--- src/rtl/bubble_sort_ctrl_pkg.sv ---
// bubble_sort_ctrl_pkg: state encodings shared by the sort sequencer and the flow FSM debug displays
package bubble_sort_ctrl_pkg;
  typedef enum logic [2:0] {
    IDLE     = 3'd0,
    COMPARE  = 3'd1,
    SWAP_LO  = 3'd2,
    SWAP_HI  = 3'd3,
    PASS_END = 3'd4,
    DONE     = 3'd5
  } state_t;
endpackage

--- src/rtl/bubble_sort_ctrl.sv ---
// bubble_sort_ctrl: in-place ascending unsigned bubble sort over an external 2R/1W RAM
module bubble_sort_ctrl
  import bubble_sort_ctrl_pkg::*;
#(
  parameter int ADDR_WIDTH = 2,
  parameter int DATA_WIDTH = 8
) (
  input  logic                    clk,
  input  logic                    reset,
  input  logic                    start,
  output logic                    busy,
  output logic                    finish,
  output logic [2*ADDR_WIDTH-1:0] swap_count,
  output logic [ADDR_WIDTH-1:0]   ram_read_addr_1,
  output logic [ADDR_WIDTH-1:0]   ram_read_addr_2,
  input  logic [DATA_WIDTH-1:0]   ram_read_data_1,
  input  logic [DATA_WIDTH-1:0]   ram_read_data_2,
  output logic                    ram_we,
  output logic [ADDR_WIDTH-1:0]   ram_write_addr,
  output logic [DATA_WIDTH-1:0]   ram_write_data
);
  localparam logic [ADDR_WIDTH-1:0] LAST = ADDR_WIDTH'(2**ADDR_WIDTH - 2);
  state_t                  r_state;
  logic [ADDR_WIDTH-1:0]   r_p;
  logic [ADDR_WIDTH-1:0]   r_i;
  logic                    r_swapped;
  logic [DATA_WIDTH-1:0]   r_hold;
  logic [2*ADDR_WIDTH-1:0] r_swap_count;
  logic                    w_last_i;
  logic                    w_act;
  logic [ADDR_WIDTH-1:0]   w_i_next;
  assign w_last_i = r_i == LAST - r_p;
  assign w_i_next = r_i + 1'b1;
  assign w_act    = r_state inside {COMPARE, SWAP_LO, SWAP_HI};
  // Outputs are pure decodes of registered state so start never reaches them combinationally
  assign busy            = r_state != IDLE;
  assign finish          = r_state == DONE;
  assign swap_count      = r_swap_count;
  assign ram_we          = r_state inside {SWAP_LO, SWAP_HI};
  assign ram_read_addr_1 = w_act ? r_i : '0;
  assign ram_read_addr_2 = w_act ? w_i_next : '0;
  assign ram_write_addr  = r_state == SWAP_LO ? r_i : r_state == SWAP_HI ? w_i_next : '0;
  assign ram_write_data  = r_state == SWAP_LO ? ram_read_data_2 : r_state == SWAP_HI ? r_hold : '0;
  // Sort sequencer: one compare per cycle, a swap is two writes with the larger word parked in hold
  always_ff @(posedge clk or negedge reset) begin
    if (!reset) begin
      r_state      <= IDLE;
      r_p          <= '0;
      r_i          <= '0;
      r_swapped    <= 1'b0;
      r_hold       <= '0;
      r_swap_count <= '0;
    end else begin
      case (r_state)
        IDLE: if (start) begin
          r_state      <= COMPARE;
          r_p          <= '0;
          r_i          <= '0;
          r_swapped    <= 1'b0;
          r_swap_count <= '0;
        end
        COMPARE: if (ram_read_data_1 > ram_read_data_2) begin
          r_hold  <= ram_read_data_1;
          r_state <= SWAP_LO;
        end else if (w_last_i) r_state <= PASS_END;
        else r_i <= w_i_next;
        SWAP_LO: r_state <= SWAP_HI;
        SWAP_HI: begin
          r_swapped    <= 1'b1;
          r_swap_count <= r_swap_count + 1'b1;
          if (w_last_i) r_state <= PASS_END;
          else begin
            r_i     <= w_i_next;
            r_state <= COMPARE;
          end
        end
        PASS_END: if (!r_swapped || r_p == LAST) r_state <= DONE;
        else begin
          r_p       <= r_p + 1'b1;
          r_i       <= '0;
          r_swapped <= 1'b0;
          r_state   <= COMPARE;
        end
        DONE: r_state <= IDLE;
        default: r_state <= IDLE;
      endcase
    end
  end
endmodule
--- config.mk ---
export PLATFORM = sky130hd
export DESIGN_NAME = bubble_sort_ctrl
export DESIGN_NICKNAME = d
export VERILOG_FILES = /design/src/rtl/bubble_sort_ctrl_pkg.sv /design/src/rtl/bubble_sort_ctrl.sv
export SDC_FILE = /design/constraint.sdc
export NUM_CORES = 1
export LEC_CHECK = 0
export ABC_AREA = 0
export BUFFER_PORTS_ARGS = -buffer_cell sky130_fd_sc_hd__buf_2
export CAP_MARGIN = 20
export CORE_UTILIZATION = 59
export CTS_BUF_LIST = sky130_fd_sc_hd__clkbuf_4 sky130_fd_sc_hd__clkbuf_8
export CTS_CLUSTER_SIZE = 30
export DETAILED_ROUTE_END_ITERATION = 6
export PLACE_DENSITY = 0.94
export REMOVE_ABC_BUFFERS = 1
export SLEW_MARGIN = 30
export SYNTH_ARGS = -nofsm -noshare
export SYNTH_HDL_FRONTEND = slang
export SYNTH_SLANG_ARGS = --single-unit
export TNS_END_PERCENT = 5
--- constraint.sdc ---
create_clock -name clk -period 3.7 [get_ports clk]
set_input_delay 0.555 -clock clk [delete_from_list [all_inputs] [get_ports clk]]
set_output_delay 0.555 -clock clk [all_outputs]
set_load 0.01 [all_outputs]
==> flow_summary.ini <==
[worst_setup_path]
reg2reg_depth = 7
crit_cells = 3
path_cells = nand2_1 -> inv_1 -> buf_2
reg2reg_from = r_p[0]
cp-startpoint = r_state[1]
cp-end-kind = output pin
cp-endpoint = ram_we
cp_data_arrival_time_ps = 1940
path_buf_inv = 2
cp_slowest_stage_delay_ps = 750
required_ps = 3140
cp_top_family = flip-flops
setup.worst_path.class = flop to output pin
cpMaxStageDelayCell = dfrtp_1
r2r-end = r_i[0]
startpoint_type = flop
r2r_setup_slack_ps = 1540
crit_fanout = 12

[pwr]
powerDensity_nw_per_um2 = 832
combPwrFrac_pct = 53.3
seqPwrFrac_pct = 33.8
leakage_nw = 0.914
switching_share_pct = 44.2
switchingPower_uw = 646
power.share.clock_pct = 12.8
p_int_uw = 815
irDropWorstVdd_uv = 598

[yosys]
synth_fa_ha_area_share_pct = 8.26
synth_xor_area_share_pct = 2.89
synth_top_family_by_area = simple AND/OR/NAND/NOR gates
synth-simple-area-share_pct = 20.5
synth_area_um2 = 1510
synthTopCellsByArea = dfrtp_1, ha_1, mux2_4, mux2i_1, nor2_1
synth_cell_types = 43
ys_ff_latch = 20
synthCells = 160
synth_top_area_cell = dfrtp_1
synth_compound_area_share_pct = 14.5
avgSynthCellArea_um2 = 9.46
synth_top_area_share_pct = 33.1
synth.yosys.seq_area_share_pct = 33.1
yosys_warnings = 0
muxShareOfSynthArea_pct = 14.6

[global_routing]
track_usage_pct = 29.8
grt_overflow_total = 0
grt_max_degree = 25
grt_pass1_wl_mm = 5.94
antenna_found_initial = 0
grt_pass1_vias = 1305

[routing]
drc = 0
detail-route-antenna-nets = 0
dr_total_vias = 1347
wl_per_cell_um = 16.3
first_iter_violations = 43
first_pass_iters = 4
wirelength_mm = 3.64
vias_per_cell = 6.04

[finish]
syn2layout_area_growth_pct = 15.9
final_cell_mix = buf_2, nor2_1, dfrtp_1
nets = 225
regArea_um2 = 502
antenna_cells_inserted = 0
fill_cells = 155
multi_input_comb_area_um2 = 921
utilization_pct = 75.7
design_area_um2 = 1750
final_common_cell = buf_2
drive_above_1_share_pct = 32.3

[sta]
finalCritPeriodShare_pct = 67.5
tightest_slew_ps = 607
fmax_mhz = 400
final_max_slew_viol_count = 0
finalCriticalPeriod_ps = 2500
rsz0062_at_grt = no
finClkSkew_ps = 9.77
tns_ps = 0
relSlewSlack_pct = 59.5
setup_viol = 0
holdWs_ps = 171
hold_violations = 0

[worst_hold_path]
hold_class = primary input to async pin

[clock_tree]
cts_tree = built
root_buffer = clkbuf_4
ctsResizeCount = 0
clock_latency_ps = 320
cts_buffers = 3
post-cts-setup-buffers = 0
clockBufferDepth = 2
cts_hold_buffers = 0
htree_levels = 1
cts.sinks = 20
clkTransAtPathRegs_ps = 130

[floorplan]
start_util_pct = 65.3
core_um2 = 2320
die_y_um = 52.7
ios = 40
rows = 17
die-width_um = 52.7
dieArea_um2 = 2770

[place]
gp_congestion = 0.792
placed_area_um2 = 1700
hpwlAfterDp_mm = 2.56
io_buffers = 39

[outcome]
status = completed

[flow_run]
drv_cap = 0
[cell usage after synthesis]
cell type  count
buf_2          2
mux2i_1        9
buf_6          1
nand3_1        1
a41oi_1        1
dfrtp_1       20
nor2_1        20
nor3b_1        3
buf_4          1
a21oi_2        1
nor4b_4        1
nor2b_1        3
mux2_1         1
o211a_1        1
nand3b_1       1
nand4_1        3
a31oi_1        1
o21ai_0        5
inv_1         12
nand2_2        2
clkbuf_1       4
a21oi_1       11
nand4_4        1
inv_2          1
xnor2_1        2
nor2_8         1
nor3_1         3
xor2_1         3
a22o_1         1
a311oi_2       1
mux2_4         8
a2bb2oi_1      1
nand2b_1       1
o221a_1        1
a31oi_4        1
o21ai_1        3
a32o_1         1
ha_1          10
a311oi_1       1
nor2_2         2
and3_1         1
o211ai_1       1
nand2_1       12
[layout make-up]
| cell class | count | area share, % |
|---|---|---|
| Multi-Input combinational cell | 119 | 52.5 |
| Timing Repair Buffer | 39 | 11.1 |
| Clock buffer | 3 | 1.28 |
| Tap cell | 28 | 2.00 |
| Inverter | 13 | 2.78 |
| Clock inverter | 1 | 1.71 |
| Sequential cell | 20 | 28.6 |
[worst reg2reg max path, delay by kind of cell, from the launching register on]
| family | cells | cell delay, ps |
|---|---|---|
| compound gates | 2 | 570 |
| xor+xnor | 1 | 160 |
| fa+ha+maj | 1 | 330 |
| buf+inv | 1 | 70 |
| flops | 1 | 460 |
| mux | 1 | 350 |
| simple gates | 1 | 110 |
[registers in the layout, indices dropped and copies added, names as in the netlist]
name / cells
r_hold: 8
r_i: 2
r_p: 2
r_state: 3
r_swapped: 1
swap_count: 4
[power groups by stage]
| stage | Combinational (mW) | Sequential (mW) | Clock (mW) |
|---|---|---|---|
| after floorplan | 0.570 | 0.457 | 0 |
| after global placement | 0.729 | 0.479 | 0 |
| after detailed placement | 0.768 | 0.488 | 0 |
| after CTS | 0.779 | 0.488 | 0.184 |
| after global routing | 0.856 | 0.509 | 0.193 |
| final | 0.779 | 0.494 | 0.187 |
[kinds of logic (layout without fill, tap and decap cells)]
group,after synthesis,count (layout)
fa+ha+maj,10,10
flops,20,20
xor+xnor,5,5
simple gates,55,55
buf+inv,21,56
mux,18,18
compound gates,31,31
[worst min path at each step]
stage | from | end | slack [ps]
finish | reset | r_state[2] | 170
CTS | reset | r_p[0] | 190
detailed placement | r_hold[5] | r_hold[5] | 500
global route | reset | r_state[2] | 210
floorplan | reset | r_hold[0] | 260
global placement | r_p[1] | r_p[1] | 490
[metal layers]
layer	vias up	wire (µm)	global-route usage [%]
met4	0	88	15.4
met1	642	1490	33.9
li1	635	-	-
met3	10	187	4.06
met5	-	0	0
met2	60	1880	53.2
[metrics by stage]
step | power, mW | setup WS [ps] | cells
after global placement | 1.21 | 1380 | 219
after global routing | 1.56 | 1090 | 223
after floorplan | 1.03 | 1560 | 152
final | 1.46 | 1200 | 223
after CTS | 1.45 | 1200 | 223
after detailed placement | 1.26 | 1300 | 219
(Power assumes the default switching activity.)
